File: src/rtl/qif_pkg.sv
`default_nettype none
// +------------------------------------------------------------------------+
// | Module      : qif_pkg                                                  |
// | Description : Shared widths, types and FSM encoding for the QIF spike  |
// |               decoder (host/readout side of the QIF neuron spike bit). |
// | Revision    : 1.0 - initial release                                    |
// +------------------------------------------------------------------------+
package qif_pkg;

  localparam int unsigned C_ISI_W = 16;
  localparam int unsigned C_CNT_W = 8;

  typedef logic [C_ISI_W-1:0] isi_t;
  typedef logic [C_CNT_W-1:0] cnt_t;

  // IDLE: no reference spike yet. ARMED: a reference spike has been seen,
  // so the next event closes an interval.
  typedef enum logic [0:0] {
    IDLE  = 1'b0,
    ARMED = 1'b1
  } dec_state_t;

endpackage : qif_pkg
`default_nettype wire

File: src/rtl/qif_sync_edge.sv
`default_nettype none
// +------------------------------------------------------------------------+
// | Module      : qif_sync_edge                                            |
// | Description : Synchronises an asynchronous spike level, detects its    |
// |               rising edge and presents a one-cycle event, gated by ena.|
// | Revision    : 1.0 - initial release                                    |
// +------------------------------------------------------------------------+
// Ports
//   clk      in  1  clock
//   rst_n    in  1  asynchronous active-low reset
//   ena      in  1  event gate; the chain keeps running while low
//   spike_i  in  1  raw spike level (asynchronous)
//   event_o  out 1  one-cycle rising-edge event
module qif_sync_edge #(
  parameter int SYNC_STAGES = 2
) (
  input  logic clk,
  input  logic rst_n,
  input  logic ena,
  input  logic spike_i,
  output logic event_o
);

  logic [SYNC_STAGES-1:0] r_sync;
  logic                   r_dly;
  logic                   r_rise;

  // The delay flop and the rise register run regardless of ena, so an edge
  // that happened while disabled cannot surface later as a stale event.
  // The rise is registered, giving a fixed SYNC_STAGES+1 cycle input latency.
  always_ff @(posedge clk or negedge rst_n) begin
    if (!rst_n) begin
      r_sync <= '0;
      r_dly  <= 1'b0;
      r_rise <= 1'b0;
    end else begin
      r_sync <= {r_sync[SYNC_STAGES-2:0], spike_i};
      r_dly  <= r_sync[SYNC_STAGES-1];
      r_rise <= r_sync[SYNC_STAGES-1] & ~r_dly;
    end
  end

  assign event_o = r_rise & ena;

endmodule : qif_sync_edge
`default_nettype wire

File: src/rtl/qif_spike_decoder.sv
`default_nettype none
// +------------------------------------------------------------------------+
// | Module      : qif_spike_decoder                                        |
// | Description : Decodes the QIF neuron spike line into inter-spike       |
// |               intervals (valid/ready register) and a windowed spike    |
// |               rate (one-cycle pulse per window).                       |
// | Revision    : 1.0 - initial release                                    |
// +------------------------------------------------------------------------+
// Ports
//   clk          in  1      clock
//   rst_n        in  1      asynchronous active-low reset
//   ena          in  1      count enable; low freezes counters, ignores edges
//   clear_i      in  1      synchronous soft clear (isi_o / rate_o hold)
//   spike_i      in  1      spike level, may be asynchronous
//   isi_o        out ISI_W  last captured interval in clk cycles (saturating)
//   isi_valid_o  out 1      isi_o holds an unconsumed value
//   isi_ready_i  in  1      consumer accepts isi_o
//   rate_o       out CNT_W  spike count of last completed window (saturating)
//   rate_valid_o out 1      one-cycle pulse when rate_o updates
//   overrun_o    out 1      sticky: an interval was dropped (output occupied)
module qif_spike_decoder
  import qif_pkg::*;
#(
  parameter int SYNC_STAGES   = 2,
  parameter int ISI_W         = C_ISI_W,
  parameter int CNT_W         = C_CNT_W,
  parameter int WINDOW_CYCLES = 1000
) (
  input  logic             clk,
  input  logic             rst_n,
  input  logic             ena,
  input  logic             clear_i,
  input  logic             spike_i,
  output logic [ISI_W-1:0] isi_o,
  output logic             isi_valid_o,
  input  logic             isi_ready_i,
  output logic [CNT_W-1:0] rate_o,
  output logic             rate_valid_o,
  output logic             overrun_o
);

  localparam int WIN_W = (WINDOW_CYCLES > 1) ? $clog2(WINDOW_CYCLES) : 1;

  localparam logic [ISI_W-1:0] c_isi_max  = {ISI_W{1'b1}};
  localparam logic [ISI_W-1:0] c_isi_one  = ISI_W'(1);
  localparam logic [CNT_W-1:0] c_cnt_max  = {CNT_W{1'b1}};
  localparam logic [CNT_W-1:0] c_cnt_one  = CNT_W'(1);
  localparam logic [WIN_W-1:0] c_win_last = WIN_W'(WINDOW_CYCLES - 1);
  localparam logic [WIN_W-1:0] c_win_one  = WIN_W'(1);

  logic             w_event;
  dec_state_t       r_state;
  dec_state_t       w_state_nxt;
  logic             w_armed;
  logic             w_emit;

  logic [ISI_W-1:0] r_isi_cnt;
  logic [ISI_W-1:0] r_isi;
  logic             r_isi_valid;
  logic             r_overrun;

  logic [WIN_W-1:0] r_win;
  logic [CNT_W-1:0] r_spk;
  logic [CNT_W-1:0] w_spk_sum;
  logic [CNT_W-1:0] r_rate;
  logic             r_rate_valid;

  qif_sync_edge #(
    .SYNC_STAGES (SYNC_STAGES)
  ) u_sync_edge (
    .clk     (clk),
    .rst_n   (rst_n),
    .ena     (ena),
    .spike_i (spike_i),
    .event_o (w_event)
  );

  // ---------------- decoder FSM ----------------
  always_ff @(posedge clk or negedge rst_n) begin
    if (!rst_n) begin
      r_state <= IDLE;
    end else begin
      r_state <= w_state_nxt;
    end
  end

  always_comb begin
    w_state_nxt = r_state;
    if (clear_i) begin
      w_state_nxt = IDLE;
    end else if ((r_state == IDLE) && w_event) begin
      w_state_nxt = ARMED;
    end
  end

  always_comb begin
    w_armed = (r_state == ARMED);
  end

  // An interval is only reported once a reference spike exists; clear
  // discards an event arriving in the same cycle.
  assign w_emit = w_event & w_armed & ~clear_i;

  // ---------------- ISI counter ----------------
  // Restarts at 1 on every event so that events N enabled cycles apart
  // read back N as the pre-update value.
  always_ff @(posedge clk or negedge rst_n) begin
    if (!rst_n) begin
      r_isi_cnt <= '0;
    end else if (clear_i) begin
      r_isi_cnt <= '0;
    end else if (w_event) begin
      r_isi_cnt <= c_isi_one;
    end else if (ena && (r_isi_cnt != c_isi_max)) begin
      r_isi_cnt <= r_isi_cnt + c_isi_one;
    end
  end

  // ---------------- ISI output register ----------------
  always_ff @(posedge clk or negedge rst_n) begin
    if (!rst_n) begin
      r_isi       <= '0;
      r_isi_valid <= 1'b0;
      r_overrun   <= 1'b0;
    end else if (clear_i) begin
      r_isi_valid <= 1'b0;
      r_overrun   <= 1'b0;
    end else if (w_emit) begin
      if (!r_isi_valid || isi_ready_i) begin
        // Free slot, or the old value is consumed this very cycle.
        r_isi       <= r_isi_cnt;
        r_isi_valid <= 1'b1;
      end else begin
        r_overrun   <= 1'b1;
      end
    end else if (r_isi_valid && isi_ready_i) begin
      r_isi_valid <= 1'b0;
    end
  end

  // ---------------- rate window ----------------
  always_comb begin
    w_spk_sum = r_spk;
    if (w_event && (r_spk != c_cnt_max)) begin
      w_spk_sum = r_spk + c_cnt_one;
    end
  end

  always_ff @(posedge clk or negedge rst_n) begin
    if (!rst_n) begin
      r_win        <= '0;
      r_spk        <= '0;
      r_rate       <= '0;
      r_rate_valid <= 1'b0;
    end else if (clear_i) begin
      r_win        <= '0;
      r_spk        <= '0;
      r_rate_valid <= 1'b0;
    end else begin
      r_rate_valid <= 1'b0;
      if (ena) begin
        if (r_win == c_win_last) begin
          // The last window cycle's own event is included in the report.
          r_rate       <= w_spk_sum;
          r_rate_valid <= 1'b1;
          r_spk        <= '0;
          r_win        <= '0;
        end else begin
          r_spk <= w_spk_sum;
          r_win <= r_win + c_win_one;
        end
      end
    end
  end

  assign isi_o        = r_isi;
  assign isi_valid_o  = r_isi_valid;
  assign rate_o       = r_rate;
  assign rate_valid_o = r_rate_valid;
  assign overrun_o    = r_overrun;

endmodule : qif_spike_decoder
`default_nettype wire
File: config.mk
export PLATFORM = sky130hd
export DESIGN_NAME = qif_spike_decoder
export DESIGN_NICKNAME = d
export VERILOG_FILES = /design/src/rtl/qif_pkg.sv /design/src/rtl/qif_sync_edge.sv /design/src/rtl/qif_spike_decoder.sv
export SDC_FILE = /design/constraint.sdc
export NUM_CORES = 1
export LEC_CHECK = 0
export ABC_CLOCK_PERIOD_IN_PS = 2100
export BUFFER_PORTS_ARGS = -buffer_cell sky130_fd_sc_hd__buf_2
export CORE_MARGIN = 10
export CORE_UTILIZATION = 45
export DETAILED_ROUTE_END_ITERATION = 6
export GPL_ROUTABILITY_DRIVEN = 0
export PLACE_DENSITY_LB_ADDON = 0.08
export REMOVE_ABC_BUFFERS = 1
export SLEW_MARGIN = 20
export SYNTH_ARGS = -nofsm -noshare
export SYNTH_HDL_FRONTEND = slang
export SYNTH_SLANG_ARGS = --single-unit
File: constraint.sdc
create_clock -name clk -period 2.1 [get_ports clk]
set_clock_uncertainty 0.15 [all_clocks]
set_input_delay 0.42 -clock clk [delete_from_list [all_inputs] [get_ports clk]]
set_output_delay 0.42 -clock clk [all_outputs]
set_load 0.03 [all_outputs]
---- Word-level counts from Yosys, hierarchy flattened ----
Index checks and enable logic that the tools add are counted.
operators by class
  $add $sub $neg .......................... 3
  eq/ne operators ......................... 5
  muxes and demuxes ....................... 22
  bitwise logic cells ..................... 7
  reductions and logical operators ........ 15
operators with widths
  kind                                                   count
  2-to-1 mux 16 bit                                      3
  2-to-1 mux 8 bit                                       4
  2-to-1 mux 10 bit                                      3
  adder 16 x 1 -> 16 bit, second input constant          1
  inequality test 16 bit, second input constant          1
  2-to-1 mux 1 bit                                       12
  adder 10 x 1 -> 10 bit, second input constant          1
  == test 10 bit, second input constant                  1
  adder 8 x 1 -> 8 bit, second input constant            1
  inequality test 8 bit, second input constant           1
  AND reduction 3 bit                                    2
  nonzero test 2 bit                                     3
  nonzero test 3 bit                                     2
  bitwise AND 1 bit                                      4
  logical AND 1 bit                                      4
  AND reduction 2 bit                                    2
  inequality test 3 x 2 -> 1 bit, second input constant  1
  inverter 1 bit                                         3
  inequality test 2 bit, second input constant           1
  zero test 1 bit                                        1
  logical OR 1 bit                                       1
word-level totals
  register bits ........................... 66

---- Longest topological paths before layout ----
  depth in word-level cells ............... 6
  gate-level depth with buffers ........... 7

---- Hierarchy ----
A second synthesis with hierarchy kept.
second synthesis, totals
  cell total of the unflattened synthesis .. 309
  area total of the unflattened synthesis .. 3289.4 um^2
by module, submodules not included
  module             times used  cells an instance  area each (um^2)  sequential area each (um^2)
  qif_spike_decoder  1           303                3169.3            1551.5
  qif_sync_edge      1           6                  120.1             100.1

---- Worst setup path after synthesis ----
Ideal clock, no wire load.
  kind .................................... input to register
  start point ............................. in ena
  end point ............................... reg r_isi[10] (netlist: isi_o[10])
  library setup time ...................... 0.125 ns
  arrival ................................. 1.689 ns
  data required time ...................... 1.825 ns
  setup slack ............................. 0.136 ns
  stages .................................. 7
  cells stage by stage .................... buf_4 > and2_1 > buf_2 > nand2_1 > nor3_4 > buf_6 > mux2_2
between the ends
  word-level cells in the longest chain between the ends .. 4
RTL lines
  item                                  line                      RTL
  start, declared                       qif_spike_decoder.sv:31   input logic ena,
  bitwise AND 1 bit                     qif_sync_edge.sv:43       assign event_o = r_rise & ena;
  bitwise AND 1 bit (2 in a row)        qif_spike_decoder.sv:102  assign w_emit = w_event & w_armed & ~clear_i;
  AND reduction 3 bit (no source line)  --
  end signal, assigned                  qif_spike_decoder.sv:131  r_isi <= r_isi_cnt;
  end, declared                         qif_spike_decoder.sv:58   logic [ISI_W-1:0] r_isi;
Every way passes these cells.
A chain may end at the register's enable or synchronous reset.

---- Worst setup path in the final report ----
  start point ............................. reg r_spk[1]
  end point ............................... reg r_spk[5]
between the ends
  word-level cells in the longest chain between the ends .. 6
RTL lines
  item                                                                          line                      RTL
  start, declared                                                               qif_spike_decoder.sv:63   logic [CNT_W-1:0] r_spk;
  start signal, assigned                                                        qif_spike_decoder.sv:169  r_spk <= w_spk_sum;
  parallel branches: the longest is 2 deep, another holds adder 8 x 1 -> 8 bit  --
  2-to-1 mux 8 bit (*)                                                          qif_spike_decoder.sv:144  if (w_event && (r_spk != c_cnt_max)) begin
  2-to-1 mux 8 bit (*)                                                          qif_spike_decoder.sv:162  if (r_win == c_win_last) begin
  2-to-1 mux 8 bit (*)                                                          qif_spike_decoder.sv:161  if (ena) begin
  2-to-1 mux 8 bit (*)                                                          qif_spike_decoder.sv:155  end else if (clear_i) begin
Mark *: on every way between the ends. The select of a mux whose other input is x is not followed.

==> results.toml <==
[die]
placementRows = 31
die-area_um2 = 11100
die_y_um = 105
die_x_um = 105
start_util = 0.456
coreArea_um2 = 7180
num_io_pins = 33

[cts]
root_buffer = "clkbuf_8"
cts.sinks = 66
clockBufferDepth = 2
cts_made_buffers = 9
post_cts_buffers = 0
insertion_delay_ns = 0.33
hold_buffers = 1
path_clk_slew_ns = 0.07
post_cts_resized = 0
cts_tree = "built"
htreeDepth = 3

[sta]
holdWs_ns = 0.0372
fmax_ghz = 0.505
period_share = 0.943
setup_viol = 0
fin_crit_ns = 1.98
max_slew_margin = 0.723
finalHoldViolations = 0
drv_slew = 0
tightest_slew_ns = 0.415
rsz0062_at_grt = "no"
setup-tns-final_ns = 0

[layout]
layout.nets = 371
fin_util = 0.542
final_cells = 465
num_antenna_cells = 0
syn_to_final_growth_pct = 18.9
final_layout_size_suffix_gt1_frac = 0.306

[worst_setup_path]
regToRegStartpoint = "r_spk[1]"
criticalPathCategory = "flop to flop"
r2r.worst_path.cells = 5
crit_arrival_ns = 2.08
crit_required_ns = 2.20
crit_chain = "ha_1 -> and3_1 -> a211o_1 -> or3_1 -> o211ai_1"
slowest_stage = "dfrtp_1"
slowest_delay_ns = 0.42
r2r_slack_ns = 0.12
start_kind = "flop"
path_max_fanout = 6
end_kind = "flop"
r2r-end = "r_spk[5]"

[routing]
routed.top_layer = "met4"
wire_per_inst_um = 14.5
drtPass1Iterations = 4
via_per_inst = 5.38
num_vias = 2500
wl_met2_mm = 2.88
dr_wl_met3_um = 388
wl_met1_mm = 3.36
drt_iter0_drc = 106
ant_nets = 0
wl_mm = 6.73
drc = 0

[power]
p_leak_nw = 1.79
ir_worst_vdd_uv = 630
finalPower_mw = 2.50
power_density_nw_per_um2 = 644

[synth]
syn_avg_cell_area_um2 = 10.8
synth_edf_count = 0
synth_warnings = 0
ys_seq_area_frac = 0.505
async_flop_share = 1.00
syn_inst = 303
mappedNetlistArea_um2 = 3270
ys.flop_type = "dfrtp_1"
synthDistinctLibCells = 53
ys_ff_latch = 66

[hold_path]
hp-start = "spike_i"
hold_end = "u_sync_edge.r_sync[0]"
min_path_type = "input pin to flop"
whs_path_depth = 1

[flow_run]
cap_violations = 0

[global_route]
grtUsageTotal = 0.129
grt_pass1_vias = 2383
antenna_found_initial = 0
grt_overflow = 0
grt_pass1_wl_mm = 11.9
grt_max_degree = 51

[place]
hpwl_mm = 4.86
dp.cells = 449
numPortBuffers = 32

[status]
outcome = "completed"
## final cells by class
cell class,count,area [µm²]
Clock buffer,12,145
Clock inverter,3,40.0
Sequential cell,66,1650
Tap cell,99,124
Inverter,4,15.0
Fill cell,668,3290
Multi-Input combinational cell,222,1520
Timing Repair Buffer,59,390
## state kept, by name, indices dropped and copies added, names as in the netlist
signal,cells
isi_o,16
isi_valid_o,1
overrun_o,1
r_isi_cnt,16
r_spk,8
r_state,1
r_win,10
rate_o,8
rate_valid_o,1
u_sync_edge.r_dly,1
u_sync_edge.r_rise,1
u_sync_edge.r_sync,2
## cell usage after synthesis, types with 8 or more instances
cell	count	share of area
nor2_1	18	0.021
mux2_2	18	0.062
nand4_1	9	0.017
o211ai_1	8	0.018
a31oi_1	8	0.015
nand2b_1	9	0.017
dfrtp_1	66	0.50
o21ai_0	9	0.014
nand2_1	22	0.025
a21oi_1	16	0.024
nand3_1	18	0.028
## layer usage
layer / GRT usage / vias to the layer above
met3: 0.0402 / 7
met4: 0.0559 / 0
met5: 0 / -
met1: 0.178 / 1192
li1: - / 1249
met2: 0.181 / 52
## worst max-delay path, delay by kind of cell (launching register included)
family | cells | cell delay (ns)
fa+ha+maj | 1 | 0.25
simple gates | 2 | 0.56
flops | 1 | 0.42
compound gates | 2 | 0.53
## stage by stage
step / setup slack (ns) / instance area [µm²]
4_1_cts: 0.129 / 3890
3_5_place_dp: 0.123 / 3690
6_report: 0.119 / 3890
5_1_grt: 0.00839 / 3890
2_1_floorplan: -0.100 / 3190
3_3_place_gp: 0.159 / 3690
## cells in the final DEF (no fill, tap or decap), drive strengths merged, types with 10 or more instances in the layout
| master | instances |
|---|---|
| nand2 | 22 |
| nand4 | 10 |
| buf | 58 |
| o21ai | 15 |
| nor2 | 18 |
| mux2 | 18 |
| a21oi | 22 |
| clkbuf | 12 |
| nand2b | 10 |
| nand3 | 18 |
| dfrtp | 66 |
| or3 | 10 |
## how the worst max path moves through the flow
stage          startpoint         to  depth (start not counted)
6_report         r_spk[1]   r_spk[5]                          5
3_5_place_dp     r_spk[1]   r_spk[5]                          5
2_1_floorplan    r_win[0]  rate_o[0]                          4
4_1_cts          r_win[0]   r_win[8]                          5
5_1_grt          r_spk[1]  rate_o[5]                          5
3_3_place_gp     r_win[0]   r_win[8]                          5
## where the power goes
group / leakage, nW / internal (mW) / total (mW) / switching (mW)
sequential: 0.902 / 1.29 / 1.30 / 0.0132
combinational: 0.787 / 0.0609 / 0.171 / 0.111
clock: 0.0962 / 0.571 / 1.03 / 0.456
## kinds of logic (layout without fill, tap and decap cells)
family	count (synthesis)	count (layout)	synth area share
AO/OA/AOI/OAI	69	69	0.144
XOR/XNOR	6	6	0.0161
adder cells (fa/ha/maj)	3	3	0.0115
buffers and inverters	15	78	0.0291
flip-flops	66	66	0.505
multiplexers	24	24	0.0803
AND/OR/NAND/NOR	120	120	0.214
(Power assumes the default switching activity.)
